===== config.mk =====
export PLATFORM = sky130hd
export DESIGN_NAME = level1b_mk3_map_flat
export DESIGN_NICKNAME = d
export VERILOG_FILES = /design/src/rtl/level1b_mk3_map_if.sv /design/src/rtl/level1b_mk3_map.sv /design/src/flat_wrapper.sv
export SDC_FILE = /design/constraint.sdc
export NUM_CORES = 1
export LEC_CHECK = 0
export BUFFER_PORTS_ARGS = -buffer_cell sky130_fd_sc_hd__buf_2
export CAP_MARGIN = 20
export CORE_UTILIZATION = 54
export DETAILED_ROUTE_END_ITERATION = 10
export MAX_ROUTING_LAYER = met4
export PLACE_DENSITY_LB_ADDON = 0.12
export SYNTH_ARGS = -nofsm -noshare
export SYNTH_HDL_FRONTEND = slang
export SYNTH_SLANG_ARGS = --single-unit

===== constraint.sdc =====
create_clock -name hsclk -period 2.5 [get_ports hsclk]
set_clock_uncertainty 0.05 [all_clocks]
set_input_delay 0.125 -clock hsclk [delete_from_list [all_inputs] [get_ports hsclk]]
set_output_delay 0.125 -clock hsclk [all_outputs]
set_load 0.02 [all_outputs]

===== src/rtl/level1b_mk3_map_if.sv =====
// rtl/level1b_mk3_map_if.sv - CPU bus strobes, address, bank, status and write data
interface level1b_mk3_map_if;
  logic        cyc_stb;
  logic        wr_stb;
  logic [15:0] cpu_adr;
  logic [7:0]  cpu_bank;
  logic        cpu_rnw;
  logic        cpu_vpa;
  logic        cpu_vda;
  logic        cpu_vpb;
  logic        cpu_e;
  logic [7:0]  cpu_wdata;

  modport master (
    output cyc_stb, wr_stb, cpu_adr, cpu_bank, cpu_rnw,
    output cpu_vpa, cpu_vda, cpu_vpb, cpu_e, cpu_wdata
  );

  modport slave (
    input cyc_stb, wr_stb, cpu_adr, cpu_bank, cpu_rnw,
    input cpu_vpa, cpu_vda, cpu_vpb, cpu_e, cpu_wdata
  );
endinterface


===== src/rtl/level1b_mk3_map.sv =====
// rtl/level1b_mk3_map.sv - Level 1b mk3 bank remapper, register file and CPU clock switch FSM
// Optional feature macro: REMAP_NATIVE_INTERRUPTS_EN (native-mode vector fetches forced to bank FF)
module level1b_mk3_map #(
  parameter int PAGEREG_SZ = 4,
  parameter int IO_DELAY   = 5
) (
  input  logic                  hsclk,
  input  logic                  rst,
  level1b_mk3_map_if.slave      bus,
  input  logic                  hs_ack,
  input  logic                  ls_ack,
  output logic                  hs_req,
  output logic [7:0]            bank_q,
  output logic                  ram_ceb,
  output logic                  dummy_access,
  output logic                  reg_rd,
  output logic [7:0]            reg_rdata,
  output logic [6:0]            map_q,
  output logic [PAGEREG_SZ-1:0] pagereg_q
);

  localparam int MASK_W = 2 ** PAGEREG_SZ;

  typedef enum logic [1:0] {ST_LS, ST_TO_HS, ST_HS, ST_TO_LS} clk_state_t;

  clk_state_t            state_q, state_d;
  logic                  valid_q, sync_q, rnw_q, regsel_q, pgw_q, io_idle_q;
  logic [1:0]            regadr_q;
  logic [3:0]            io_cnt_q, io_cnt_d;
  logic [MASK_W-1:0]     rom_mask_q, rom_mask_d;
  logic [6:0]            map_d;
  logic [PAGEREG_SZ-1:0] pagereg_d;
  logic [15:0]           mask_wr, mask_rd;
  logic [7:0]            bank_d, rdata_d;
  logic                  valid_now, low_half, in_os, in_rom, remap;
  logic                  regsel_d, pgw_d, io_hit;
  logic                  unused_status;

  assign unused_status = &{1'b0, bus.cpu_vpb, bus.cpu_e};

  // Register writes act on the cycle registered earlier, so a coincident
  // cyc_stb decodes against the freshly written values.
  always_comb begin
    map_d     = map_q;
    pagereg_d = pagereg_q;
    mask_wr   = '0;
    mask_wr[MASK_W-1:0] = rom_mask_q;
    if (bus.wr_stb && !rnw_q) begin
      if (regsel_q) begin
        case (regadr_q)
          2'd0:    mask_wr[7:0]  = bus.cpu_wdata;
          2'd1:    mask_wr[15:8] = bus.cpu_wdata;
          2'd3:    map_d         = bus.cpu_wdata[6:0];
          default: ;
        endcase
      end
      if (pgw_q) pagereg_d = bus.cpu_wdata[PAGEREG_SZ-1:0];
    end
    rom_mask_d = mask_wr[MASK_W-1:0];
    mask_rd    = '0;
    mask_rd[MASK_W-1:0] = rom_mask_d;
  end

  always_comb begin
    valid_now = bus.cpu_vpa | bus.cpu_vda;
    low_half  = !bus.cpu_bank[7];
    in_os     = (bus.cpu_adr >= 16'hC000) && (bus.cpu_adr <= 16'hFBFF);
    in_rom    = (bus.cpu_adr[15:14] == 2'b10) && rom_mask_d[pagereg_d];
    remap     = low_half && (!bus.cpu_adr[15] ||
                             (map_d[5] && valid_now && (in_os || in_rom)));
    bank_d    = remap ? 8'hFE : bus.cpu_bank;
`ifdef REMAP_NATIVE_INTERRUPTS_EN
    if (!bus.cpu_vpb && !bus.cpu_e) bank_d = 8'hFF;
`endif
    regsel_d  = (bus.cpu_bank[7:6] == 2'b10) && bus.cpu_vda;
    pgw_d     = low_half && (bus.cpu_adr == 16'hFE30);
    io_hit    = low_half && (bus.cpu_adr[15:4] == 12'hFE4) && bus.cpu_vda;
    if (io_hit)                io_cnt_d = 4'(IO_DELAY);
    else if (io_cnt_q != 4'd0) io_cnt_d = io_cnt_q - 4'd1;
    else                       io_cnt_d = 4'd0;
    case (bus.cpu_adr[1:0])
      2'd0:    rdata_d = mask_rd[7:0];
      2'd1:    rdata_d = mask_rd[15:8];
      2'd3:    rdata_d = {1'b0, map_d};
      default: rdata_d = 8'h00;
    endcase
  end

  always_ff @(posedge hsclk or posedge rst) begin
    if (rst) begin
      map_q      <= '0;
      pagereg_q  <= '0;
      rom_mask_q <= {1'b1, {(MASK_W-1){1'b0}}};
      bank_q     <= 8'h00;
      valid_q    <= 1'b0;
      sync_q     <= 1'b0;
      rnw_q      <= 1'b1;
      regsel_q   <= 1'b0;
      regadr_q   <= 2'd0;
      pgw_q      <= 1'b0;
      io_cnt_q   <= 4'd0;
      io_idle_q  <= 1'b1;
      reg_rd     <= 1'b0;
      reg_rdata  <= 8'h00;
    end else begin
      map_q      <= map_d;
      pagereg_q  <= pagereg_d;
      rom_mask_q <= rom_mask_d;
      if (bus.cyc_stb) begin
        bank_q    <= bank_d;
        valid_q   <= valid_now;
        sync_q    <= bus.cpu_vpa & bus.cpu_vda;
        rnw_q     <= bus.cpu_rnw;
        regsel_q  <= regsel_d;
        regadr_q  <= bus.cpu_adr[1:0];
        pgw_q     <= pgw_d;
        // The hold must have expired before this cycle began for it to
        // trigger a switch to high speed.
        io_idle_q <= (io_cnt_q == 4'd0);
        io_cnt_q  <= io_cnt_d;
        reg_rd    <= regsel_d & bus.cpu_rnw;
        reg_rdata <= (regsel_d & bus.cpu_rnw) ? rdata_d : 8'h00;
      end
    end
  end

  always_comb begin
    state_d = state_q;
    case (state_q)
      ST_LS:
        if (map_q[2] && sync_q && bank_q[7] && io_idle_q) state_d = ST_TO_HS;
      ST_TO_HS:
        if (hs_ack) state_d = map_q[2] ? ST_HS : ST_TO_LS;
      ST_HS:
        if (!map_q[2] || (io_cnt_q != 4'd0) || (valid_q && !bank_q[7]))
          state_d = ST_TO_LS;
      ST_TO_LS:
        if (ls_ack) state_d = ST_LS;
      default: state_d = ST_LS;
    endcase
  end

  always_ff @(posedge hsclk or posedge rst) begin
    if (rst) begin
      state_q <= ST_LS;
      hs_req  <= 1'b0;
    end else begin
      state_q <= state_d;
      hs_req  <= (state_d == ST_TO_HS) || (state_d == ST_HS);
    end
  end

  assign dummy_access = (valid_q & bank_q[7]) | (state_q != ST_LS);
  assign ram_ceb      = !(valid_q & bank_q[6]);

endmodule


===== src/flat_wrapper.sv =====
// flat-port wrapper written by rule: the top's interface ports become plain ports
module level1b_mk3_map_flat 
#(
  parameter int PAGEREG_SZ = 4,
  parameter int IO_DELAY   = 5
)
  (hsclk, rst, hs_ack, ls_ack, hs_req, bank_q, ram_ceb, dummy_access, reg_rd, reg_rdata, map_q, pagereg_q, bus_cyc_stb, bus_wr_stb, bus_cpu_adr, bus_cpu_bank, bus_cpu_rnw, bus_cpu_vpa, bus_cpu_vda, bus_cpu_vpb, bus_cpu_e, bus_cpu_wdata);
  level1b_mk3_map_if bus_i ();
  input  logic hsclk;
  input  logic rst;
  input  logic hs_ack;
  input  logic ls_ack;
  output logic hs_req;
  output logic [7:0] bank_q;
  output logic ram_ceb;
  output logic dummy_access;
  output logic reg_rd;
  output logic [7:0] reg_rdata;
  output logic [6:0] map_q;
  output logic [PAGEREG_SZ-1:0] pagereg_q;
  input wire logic [$bits(bus_i.cyc_stb)-1:0] bus_cyc_stb;
  input wire logic [$bits(bus_i.wr_stb)-1:0] bus_wr_stb;
  input wire logic [$bits(bus_i.cpu_adr)-1:0] bus_cpu_adr;
  input wire logic [$bits(bus_i.cpu_bank)-1:0] bus_cpu_bank;
  input wire logic [$bits(bus_i.cpu_rnw)-1:0] bus_cpu_rnw;
  input wire logic [$bits(bus_i.cpu_vpa)-1:0] bus_cpu_vpa;
  input wire logic [$bits(bus_i.cpu_vda)-1:0] bus_cpu_vda;
  input wire logic [$bits(bus_i.cpu_vpb)-1:0] bus_cpu_vpb;
  input wire logic [$bits(bus_i.cpu_e)-1:0] bus_cpu_e;
  input wire logic [$bits(bus_i.cpu_wdata)-1:0] bus_cpu_wdata;
  assign bus_i.cyc_stb = bus_cyc_stb;
  assign bus_i.wr_stb = bus_wr_stb;
  assign bus_i.cpu_adr = bus_cpu_adr;
  assign bus_i.cpu_bank = bus_cpu_bank;
  assign bus_i.cpu_rnw = bus_cpu_rnw;
  assign bus_i.cpu_vpa = bus_cpu_vpa;
  assign bus_i.cpu_vda = bus_cpu_vda;
  assign bus_i.cpu_vpb = bus_cpu_vpb;
  assign bus_i.cpu_e = bus_cpu_e;
  assign bus_i.cpu_wdata = bus_cpu_wdata;
  level1b_mk3_map #(.PAGEREG_SZ(PAGEREG_SZ), .IO_DELAY(IO_DELAY)) u_core (.hsclk(hsclk), .rst(rst), .bus(bus_i), .hs_ack(hs_ack), .ls_ack(ls_ack), .hs_req(hs_req), .bank_q(bank_q), .ram_ceb(ram_ceb), .dummy_access(dummy_access), .reg_rd(reg_rd), .reg_rdata(reg_rdata), .map_q(map_q), .pagereg_q(pagereg_q));
endmodule

After elaboration in Yosys (flattened, before gate mapping):

Cells that the tools add are included.

* register bits: 59
* input bits: 43
* output and inout bits: 31
* logic and storage cells: 92

* add/sub/neg operators: 1
* order comparisons: 3
* eq/ne operators: 13
* muxes and demuxes: 22
* bitwise gates (word level): 6
* reductions and logical operators: 31

Operator list (count)
* $mux W16: 2
* $mux W8: 4
* $pmux W8 S3: 1
* $mux W7: 3
* $eq A16 B16 Y1 const B: 1
* $ge A16 B16 Y1 const B: 1
* $le A16 B16 Y1 const B: 1
* $mux W4: 4
* $eq A2 B2 Y1 const B: 7
* $logic_and A1 B1 Y1: 14
* $eq A12 B12 Y1 const B: 1
* $eq A2 B1 Y1 const B: 4
* $mux W2: 4
* $pmux W2 S4: 1
* $logic_not A1 Y1: 6
* $logic_not A2 Y1: 3
* $logic_or A1 B1 Y1: 5
* $lt A4 B5 Y1 const B: 1
* $and A1 B1 Y1: 4
* $bmux W1 S4: 1
* $logic_not A4 Y1: 1
* $reduce_bool A4 Y1: 1
* $sub A4 B1 Y4 const B: 1
* $mux W1: 2
* other kinds (2): 3

Longest topological paths before layout:

Gate-level depths: netlist of the first run.

* depth in word-level cells: 12
* depth in mapped cells: 8
* mapped depth without buffers: 8

Worst setup path after synthesis of the first run:

OpenSTA, ideal clock, no wires.

* path type: reg-to-reg
* start point: register u_core.pagereg_q[1]
* end point: register u_core.bank_q[1]
* setup time: 0.129 ns
* arrival: 2.030 ns
* data required time: 2.321 ns
* path slack: 0.291 ns
* cell stages (with the launch flop): 9
* path buffers: 1
* period minus slack after synthesis: 2.209 ns
* cell sequence: dfrtp_1 clkbuf_1 mux2i_1 nor2_1 or4_1 a311oi_1 a31oi_1 nand4_2 o21ai_0

* longest elaborated chain between the ends: 10

RTL lines
* start, declared: line level1b_mk3_map.sv:19 `output logic [PAGEREG_SZ-1:0] pagereg_q`
* start signal, assigned: line level1b_mk3_map.sv:107 `pagereg_q <= pagereg_d;`
* $mux W4: line level1b_mk3_map.sv:57 `if (pgw_q) pagereg_d = bus.cpu_wdata[PAGEREG_SZ-1:0];`
* $mux W4 *: line level1b_mk3_map.sv:48 `if (bus.wr_stb && !rnw_q) begin`
* $bmux W1 S4 *: line level1b_mk3_map.sv:68 `in_rom = (bus.cpu_adr[15:14] == 2'b10) && rom_mask_d[pagereg_d];`
* $mux W1 (not written as such) *: line level1b_mk3_map.sv:68
* $logic_and A1 B1 Y1 *: line level1b_mk3_map.sv:68
* $logic_or A1 B1 Y1 *: line level1b_mk3_map.sv:70 `(map_d[5] && valid_now && (in_os || in_rom)));`
* $logic_and A1 B1 Y1 *: line level1b_mk3_map.sv:70
* $logic_or A1 B1 Y1 *: line level1b_mk3_map.sv:69 `remap = low_half && (!bus.cpu_adr[15] ||`
* $logic_and A1 B1 Y1 *: line level1b_mk3_map.sv:69
* $mux W8 *: line level1b_mk3_map.sv:71 `bank_d = remap ? 8'hFE : bus.cpu_bank;`
* end signal, assigned: line level1b_mk3_map.sv:110 `bank_q <= bank_d;`
* end, declared: line level1b_mk3_map.sv:13 `output logic [7:0] bank_q,`

Mark *: on every way between the ends. The rest lies on a longest branch, timed or not. The select of a mux whose other input is x is not followed.
A chain may end at the register's enable or synchronous reset.

Worst setup path after layout of the first run:

* start point: register u_core.rnw_q
* end point: register u_core.bank_q[7]

* longest elaborated chain between the ends: 11
* elaborated cells between the ends (all ways): 14
* those cells by class: mux (6); reduce/logical (8)

RTL lines
* start, declared: line level1b_mk3_map.sv:27 `logic valid_q, sync_q, rnw_q, regsel_q, pgw_q, io_idle_q;`
* start signal, assigned: line level1b_mk3_map.sv:113 `rnw_q <= bus.cpu_rnw;`
* $logic_not A1 Y1 *: line level1b_mk3_map.sv:48
* $logic_and A1 B1 Y1 *: line level1b_mk3_map.sv:48
* $mux W16 or $mux W4 (tied branches): line level1b_mk3_map.sv:48
* $bmux W1 S4: line level1b_mk3_map.sv:68
* $mux W1 (not written as such): line level1b_mk3_map.sv:68
* $logic_and A1 B1 Y1: line level1b_mk3_map.sv:68
* $logic_or A1 B1 Y1: line level1b_mk3_map.sv:70
* $logic_and A1 B1 Y1 *: line level1b_mk3_map.sv:70
* $logic_or A1 B1 Y1 *: line level1b_mk3_map.sv:69
* $logic_and A1 B1 Y1 *: line level1b_mk3_map.sv:69
* $mux W8 *: line level1b_mk3_map.sv:71

Marks and branches as above.

==> results of run 1 <==
[cells in the mapped netlist (all sizes together), types with 2 or more instances]
cell type,number,area (sq um)
dfrtp,56,1400
nor2,34,128
mux2,27,304
nand2,23,86.3
inv,21,81.3
mux2i,13,143
a31oi,11,75.1
o21ai,11,55.1
o22ai,10,62.6
clkbuf,8,50.1
nor3,8,40.0
buf,7,53.8
nor3b,7,52.6
a21oi,6,41.3
nand3,6,30.0
nand4,4,31.3
and3b,3,27.5
dfstp,3,78.8
mux4,3,71.3
nand3b,3,35.0
a21o,2,15.0
a221oi,2,17.5
a32oi,2,17.5
and2b,2,17.5
and3,2,12.5
nor4,2,12.5
o211ai,2,15.0
o21a,2,15.0
o31ai,2,15.0
or3,2,12.5
[logic make-up after synthesis]
family / after synthesis / synth area share
AND/OR/NAND/NOR: 103 / 0.173
buffers and inverters: 37 / 0.0600
AO/OA/AOI/OAI: 59 / 0.130
flip-flops: 59 / 0.470
XOR/XNOR: 1 / 0.00278
multiplexers: 43 / 0.164
[through the flow]
| step | hold WS (ns) | setup slack [ns] | std cells | cell area [sq um] |
|---|---|---|---|---|
| finish | 0.00231 | 0.124 | 460 | 3880 |
| detailed placement | 0.326 | -0.0169 | 439 | 3560 |
| global placement | 0.327 | 0.107 | 439 | 3560 |
| CTS | 0.00141 | 0.000133 | 458 | 3850 |
| floorplan | 0.217 | 0.291 | 302 | 3150 |
| global route | 0.00998 | 0.0237 | 460 | 3880 |
[report_power, final]
group / total (mW) / switching [mW] / internal, mW
clock: 1.06 / 0.378 / 0.686
sequential: 1.19 / 0.0976 / 1.09
combinational: 0.594 / 0.333 / 0.262
[cell type report]
cell class                 count  area (sq um)  share of cell area
inverter                      22          85.1              0.0219
clock buffer                  11           141              0.0364
sequential                    59          1480               0.381
clock inverter                 5           100              0.0258
timing repair buffer          85           472               0.122
multi-input combinational    206          1510               0.390
tap                           72          90.1              0.0232
[worst max-delay path: stages (launching register included)]
cell and delay, ns:
sky130_fd_sc_hd__dfstp_2 0.58, sky130_fd_sc_hd__and3b_2 0.26, sky130_fd_sc_hd__a32o_1 0.27, sky130_fd_sc_hd__or4_1 0.45
sky130_fd_sc_hd__a311oi_2 0.29, sky130_fd_sc_hd__a31oi_2 0.10, sky130_fd_sc_hd__a31oi_1 0.20, sky130_fd_sc_hd__nor2_1 0.06
[worst min path at each step]
stage | end | depth (start not counted)
6_report | u_core.bank_q[4] | 3
5_1_grt | u_core.rnw_q | 2
4_1_cts | u_core.bank_q[4] | 3
3_5_place_dp | u_core.reg_rdata[5] | 3
3_3_place_gp | u_core.reg_rdata[6] | 3
2_1_floorplan | u_core.rom_mask_q[14] | 2
[state kept, by name, summed over array words and instances, names as in the netlist, 2 cells and up]
signal             flops
u_core.state_q         2
u_core.regadr_q        2
u_core.pagereg_q       4
u_core.rom_mask_q     16
u_core.reg_rdata       8
u_core.bank_q          8
u_core.map_q           7
u_core.io_cnt_q        4
[repair_timing]
action	in CTS	in global routing
setup buffers	0	2
gates resized for setup	3	6
pin swaps	1	2
hold buffers	3	0
setup endpoints to repair	7	8
hold endpoints to repair	58	0
[routing by layer]
layer,global-route usage,up-vias
li1,-,1259
met1,0.366,1315
met2,0.411,83
met3,0.0512,11
met4,0.102,0
met5,-,-
==> Implementation_results.wiki, run 1 <==
{| class="wikitable"
! Metric !! Value
|-
| Outcome || complete, no violations
|-
| Initial DRC count || ~190
|-
| Synth Flop Type || sky130_fd_sc_hd__dfrtp_1
|-
| Syn Std Cell Area || 3150 sq um
|-
| Number of distinct library cells after synthesis || 60
|-
| Floorplan row count || 27
|-
| Type of element capturing the critical path || register
|-
| Floorplan die width || between 70 and 80 um
|-
| Post-Route Setup TNS || 0 ns
|-
| Setup repair after global routing missed its margin || no
|-
| Source of the critical timing path || u_core.rnw_q
|-
| Launching element type of the critical path || register
|-
| Routed vias || around 2700
|-
| Area Overhead vs Synth || 23.2%
|-
| Post-synth EDFFs || 0
|-
| Origin of the worst min-delay path || bus_cpu_bank[4]
|-
| Slew at the pin closest to its max-slew limit || 0.745 ns
|-
| Insertion delay to the later sink of the worst-skew pair || 0.34 ns
|-
| Upper clock frequency limit || 421 MHz
|-
| Proportion of register bits with asynchronous set or reset after synthesis || 1.00
|-
| Clock slew at reported path FFs || ~0.070 ns
|-
| Clock tree sinks || 59
|-
| Origin of the critical flop-to-flop path || u_core.rnw_q
|-
| Tot GR Track Use || 0.272
|-
| Mean instance size in the synthesized netlist || ~10 sq um
|-
| Global-route wire length before repair || between 10000 and 15000 um
|-
| Number of primary I/O pins || 74
|-
| Wire per inst || between 15 and 20 um
|-
| Tcrit/Tclk final || 0.951
|-
| Highest metal layer used by the detailed router || met4
|-
| Number of CTS-inserted buffers || 9
|-
| Post-synthesis instance total || roughly 300
|-
| Portion of the post-synthesis area used by sequential elements || 0.470
|-
| FILL cells || about 440
|-
| Via-per-instance ratio || between 5 and 6
|-
| Finish-stage setup viols || 0
|-
| Post-detailed-route count of antenna-violating nets || 0
|-
| Number of buffers added on ports || 71
|-
| Power density relative to cell area || roughly 730 nW/um^2
|-
| Hold/Removal Path Class || in2reg
|-
| MaxCap Viol Count || 0
|-
| Post-layout power || 2.85 mW
|-
| Share of layout cells above drive strength 1 || 0.381
|-
| Worst ir drop on vdd || between 0.0004 and 0.0005 V
|-
| Worst R2R Setup Slack || approximately 0.12 ns
|-
| Final design utilization || 0.696
|-
| Root buffer cell || sky130_fd_sc_hd__clkbuf_8
|-
| Final critical-path required period || ~2.4 ns
|-
| Area of the die || 6140 sq um
|-
| Antenna diodes || 0
|-
| Final hold violations || 0
|-
| Core box area || around 5600 sq um
|-
| Vertical extent of the die || a little under 80 um
|-
| Routed wl met3 || 393 um
|-
| Maximum number of pins on one net before global-route repair || 60
|-
| CP Data Required Time || about 2.7 ns
|-
| RR Endpoint || u_core.bank_q[7]
|-
| # DRC || 0
|-
| Number of H-tree levels || 3
|-
| Worst slew margin relative to its limit || 0.504
|-
| Last weighted congestion value of the routability-driven placer || 0.835
|-
| Worst setup path class || reg2reg
|-
| WP data arrival || approximately 2.6 ns
|-
| Number of synthesized register bits || slightly below 60
|-
| Met2 Routed Length || 3520 um
|-
| CP Max Fanout || 8
|-
| Final wirelength || 7490 um
|-
| Top library cells by usage in the layout, fill and taps aside || 71 x sky130_fd_sc_hd__buf_2, 56 x sky130_fd_sc_hd__dfrtp_1, 34 x sky130_fd_sc_hd__nor2_1, 27 x sky130_fd_sc_hd__mux2_2, 23 x sky130_fd_sc_hd__nand2_1
|-
| Warnings, synthesis || 0
|-
| Final Net Count || ~430
|-
| Static leakage || around 1.8 nW
|-
| Worst reg2reg path depth || 7
|-
| WL met1 || 3460 um
|-
| Initial cell density of the core || 0.565
|-
| Via count of the first global-routing pass || 2496
|-
| Net count after synthesis || between 300 and 400
|-
| Half-perimeter wire length of the detailed placement result || between 5000 and 6000 um
|-
| Drt first pass iters || 4
|-
| Total congestion overflow after global routing || 0
|-
| Leading cell type in the layout, fill and taps excluded || sky130_fd_sc_hd__buf_2
|-
| CTS Buffer Depth || 2
|-
| Setup crit end || u_core.bank_q[7]
|-
| TritonCTS clock tree || yes
|-
| Initial antenna violation count || 0
|-
| Max Slew Vio Count || 0
|}
Note: power is estimated with default switching activity, not from simulation.
==> run 2, diff against run 1 <==
ABC_AREA = 1   (was not set)
CORE_MARGIN = 2   (was not set)
CORE_UTILIZATION = 53   (was 54)
==> run 2 against run 1 <==
- non-clock buffer count decreased by 1
- largest cell class is now sequential cells
- total power decreased by 1.1%
- wire length increased by 0.63%
- critical path type unchanged
==> Implementation_results.wiki, run 2 <==
{| class="wikitable"
! Metric !! Value
|-
| Outcome || complete, no violations
|-
| Number of buffers added on ports || 71 (unchanged)
|-
| Global-route wire length before repair || 12600 um (+3.2%)
|-
| Origin of the critical flop-to-flop path || u_core.rnw_q
|-
| Hold buffers post-CTS || 9 (+6)
|-
| Post-cts repair resize count || 0 (-3)
|-
| Number of buffers inserted by post-CTS setup repair || 0 (unchanged)
|-
| Post-layout power || 2.82 mW (-1.1%)
|-
| Upper clock frequency limit || 450 MHz (+6.9%)
|-
| Max reg flops || 16 (unchanged)
|-
| Number of CTS-inserted buffers || 9 (unchanged)
|-
| Tcrit/Tclk final || 0.889 (-0.0614)
|-
| Post-place setup slack || 0.262 ns (+0.279 ns)
|-
| Origin of the worst min-delay path || bus_cpu_bank[5]
|-
| Share of power burned in registers || 0.418 (about the same)
|-
| Switch Pwr || 854 uW (+5.6%)
|-
| MaxCap Viol Count || 0 (unchanged)
|-
| Type of element capturing the critical path || register
|-
| Proportion of netlist area held by the largest area contributor || 0.474 (+0.0294)
|-
| Worst setup path class || reg2reg
|-
| Power density relative to cell area || 753 nW/um^2 (+2.6%)
|-
| Proportion of register bits with asynchronous set or reset after synthesis || 1.00 (unchanged)
|-
| Source of the critical timing path || u_core.rnw_q
|-
| Post-synthesis instance total || 365 (+21%)
|-
| # DRC || 0 (unchanged)
|-
| Half-perimeter wire length of the detailed placement result || 5390 um (+1.6%)
|-
| Synth Flop Type || sky130_fd_sc_hd__dfrtp_1
|-
| Mean instance size in the synthesized netlist || 8.09 sq um (-22%)
|-
| Number of synthesized register bits || 59 (unchanged)
|-
| Total congestion overflow after global routing || 0 (unchanged)
|-
| Final critical-path required period || 2.22 ns (-0.154 ns)
|-
| Area of the die || 6190 sq um (+0.74%)
|-
| Area Overhead vs Synth || 26.6%
|-
| Post-synth EDFFs || 0 (unchanged)
|-
| Syn Std Cell Area || 2950 sq um (-6.2%)
|-
| Library cell with the highest instance count after synthesis || sky130_fd_sc_hd__nand2_1
|-
| Last weighted congestion value of the routability-driven placer || 0.981 (+17%)
|-
| Top library cells by usage in the layout, fill and taps aside || 90 x sky130_fd_sc_hd__nand2_1, 71 x sky130_fd_sc_hd__buf_2, 56 x sky130_fd_sc_hd__dfrtp_1, 54 x sky130_fd_sc_hd__inv_1, 45 x sky130_fd_sc_hd__nand3_1
|-
| Warnings, synthesis || 0 (unchanged)
|-
| FILL cells || 502 (+14%)
|-
| Via-per-instance ratio || 5.29 (-8.8%)
|-
| Worst slew margin relative to its limit || 0.545 (+0.0410)
|-
| Vertical extent of the die || 78.7 um (+0.37%)
|-
| Static leakage || 1.94 nW (+6.2%)
|-
| Antenna diodes || 0 (unchanged)
|-
| Register containing the most flip-flops in the final layout || u_core.rom_mask_q
|-
| Worst ir drop on vdd || 0.000495 V (+14%)
|-
| Number of H-tree levels || 3 (unchanged)
|-
| Root buffer cell || sky130_fd_sc_hd__clkbuf_8
|-
| Initial antenna violation count || 0 (unchanged)
|-
| Portion of the post-synthesis area used by sequential elements || 0.501 (+0.0311)
|-
| Most used standard cells in the synthesized netlist || 90 x sky130_fd_sc_hd__nand2_1, 56 x sky130_fd_sc_hd__dfrtp_1, 55 x sky130_fd_sc_hd__inv_1
|-
| Largest registers ranked by flip-flop count || u_core.rom_mask_q: 16 flops, u_core.bank_q: 8 flops, u_core.reg_rdata: 8 flops
|-
| TritonCTS clock tree || yes
|-
| Top cell type by total area after synthesis || sky130_fd_sc_hd__dfrtp_1
|-
| Core box area || 5440 sq um (-2.4%)
|-
| Clock slew at reported path FFs || 0.06 ns (about the same)
|-
| Clock tree sinks || 59 (unchanged)
|-
| Insertion delay to the later sink of the worst-skew pair || 0.33 ns (about the same)
|-
| Part of the total power dissipated in the clock network || 0.347 (-0.027)
|-
| Total non-filler cell area in the finished layout || 3740 sq um (-3.6%)
|-
| Routed vias || 2815 (+5.5%)
|-
| Final hold violations || 0 (unchanged)
|-
| Initial cell density of the core || 0.543 (-0.0218)
|-
| Post-detailed-route count of antenna-violating nets || 0 (unchanged)
|-
| Int Power || 1.96 mW (-3.8%)
|-
| Slew at the pin closest to its max-slew limit || 0.681 ns (-0.0640 ns)
|-
| Finish-stage setup viols || 0 (unchanged)
|-
| Net switching share of the total power || 0.303 (+0.0192)
|-
| Number of distinct library cells after synthesis || 30 (-50%)
|-
| Max Slew Vio Count || 0 (unchanged)
|-
| Final wirelength || 7540 um (+0.63%)
|-
| Leading cell type in the layout, fill and taps excluded || sky130_fd_sc_hd__nand2_1
|-
| Top cells by area, synth || sky130_fd_sc_hd__dfrtp_1 47%, sky130_fd_sc_hd__nand2_1 11%, sky130_fd_sc_hd__nand3_1 7.6%
|-
| Wire per inst || 14.2 um (-13%)
|-
| Hold/Removal Path Class || in2reg
|-
| Number of primary I/O pins || 74 (unchanged)
|-
| Net count after synthesis || 408 (+18%)
|-
| CTS Buffer Depth || 2 (unchanged)
|-
| Maximum number of pins on one net before global-route repair || 39 (-35%)
|-
| Initial DRC count || 208 (+12%)
|-
| Post-Route Setup TNS || 0 ns (unchanged)
|-
| Tot GR Track Use || 0.275 (+0.00333)
|-
| Proportion of power drawn by combinational gates || 0.235 (+0.026)
|-
| Via count of the first global-routing pass || 2760 (+11%)
|-
| Floorplan row count || 27 (unchanged)
|-
| WP data arrival || 2.40 ns (-0.15 ns)
|-
| Drt first pass iters || 5 (+1)
|-
| CP Max Fanout || 9 (+1)
|-
| Cell area reported after detailed placement || 3420 sq um (-3.8%)
|-
| Final Net Count || 498 (+17%)
|-
| Launching element type of the critical path || register
|-
| Setup repair after global routing missed its margin || no
|-
| Floorplan die width || 78.7 um (+0.37%)
|-
| CP Data Required Time || 2.67 ns (about the same)
|-
| Share of layout cells above drive strength 1 || 0.248 (-0.134)
|-
| Post-layout worst setup margin || 0.277 ns (+0.154 ns)
|}
[run 2: changes by cell type in the layout (fill, tap and decap cells not counted), sizes merged, moves of 9 or more]
cell and change:
o22ai -10, o21ai +10, a31oi -10, mux2i -13, mux2 -27, nand3 +43, inv +35, and2 +9
a21oi +12, nand2 +69
[run 2: worst paths after layout]
path | to | slack [ns] | depth (start not counted)
setup / recovery | u_core.bank_q[0] | 0.28 | 15
hold / removal | u_core.bank_q[5] | 0.02 | 3
setup reg to reg | u_core.bank_q[0] | 0.28 | 15
hold reg to reg | u_core.reg_rdata[7] | 0.44 | 2
max in group asynchronous | u_core.rnw_q | 1.45 | 4
min in group asynchronous | u_core.rom_mask_q[0] | 0.31 | 3
[run 2: cell families (layout without fill, tap and decap cells)]
| family | Yosys count | in the layout | synth area share |
|---|---|---|---|
| DFF | 59 | 59 | 0.501 |
| xor gates and xnor gates | 1 | 1 | 0.00297 |
| buffers and inverters | 61 | 156 | 0.0779 |
| and+or+nand+nor | 192 | 192 | 0.306 |
| AOI/OAI and AO/OA | 52 | 52 | 0.112 |
[run 2: critical path, stage by stage (launching register included)]
cell and delay, ns:
sky130_fd_sc_hd__dfstp_2 0.55, sky130_fd_sc_hd__inv_1 0.12, sky130_fd_sc_hd__nand3_4 0.13, sky130_fd_sc_hd__nand2_1 0.07, sky130_fd_sc_hd__nand2_1 0.26, sky130_fd_sc_hd__nand3_1 0.14
sky130_fd_sc_hd__nand3_1 0.10, sky130_fd_sc_hd__nand3_1 0.08, sky130_fd_sc_hd__nand3_1 0.10, sky130_fd_sc_hd__nand3_1 0.09, sky130_fd_sc_hd__nand2_1 0.07, sky130_fd_sc_hd__nand2_1 0.06
sky130_fd_sc_hd__nand2_1 0.10, sky130_fd_sc_hd__nand2_4 0.10, sky130_fd_sc_hd__nand2_1 0.07, sky130_fd_sc_hd__nand2_1 0.04
[run 2: power by group through the flow]
stage          Combinational (mW)  Sequential (mW)  Clock, mW
2_1_floorplan               0.380             1.25          0
3_3_place_gp                0.636             1.19          0
3_5_place_dp                0.648             1.19          0
4_1_cts                     0.664             1.17      0.998
5_1_grt                     0.743             1.19       1.04
6_report                    0.662             1.18      0.978
[run 2: per-layer routing]
| layer | share of wire | global-route usage | vias to the layer above | wire [um] |
|---|---|---|---|---|
| met5 | 0 | - | - | 0 |
| met4 | 0.026 | 0.128 | 0 | 197 |
| met3 | 0.066 | 0.0529 | 18 | 498 |
| met2 | 0.45 | 0.400 | 118 | 3380 |
| met1 | 0.46 | 0.376 | 1315 | 3460 |
| li1 | - | - | 1364 | - |
[run 2: per-stage QoR]
stage	instances	utilization	hold WS [ns]
finish	532	0.688	0.0170
CTS	532	0.688	0.00334
detailed placement	507	0.629	0.139
floorplan	365	-	0.192
global placement	507	0.629	0.129
global route	532	0.688	0.0151
[run 2: final cells by class]
type                       count  area [sq um]  area share
clock buffer                  12           155      0.0415
clock inverter                 4          72.6      0.0194
inverter                      56           210      0.0562
multi-input combinational    245          1240       0.333
sequential                    59          1480       0.396
tap                           72          90.1      0.0241
timing repair buffer          84           488       0.130
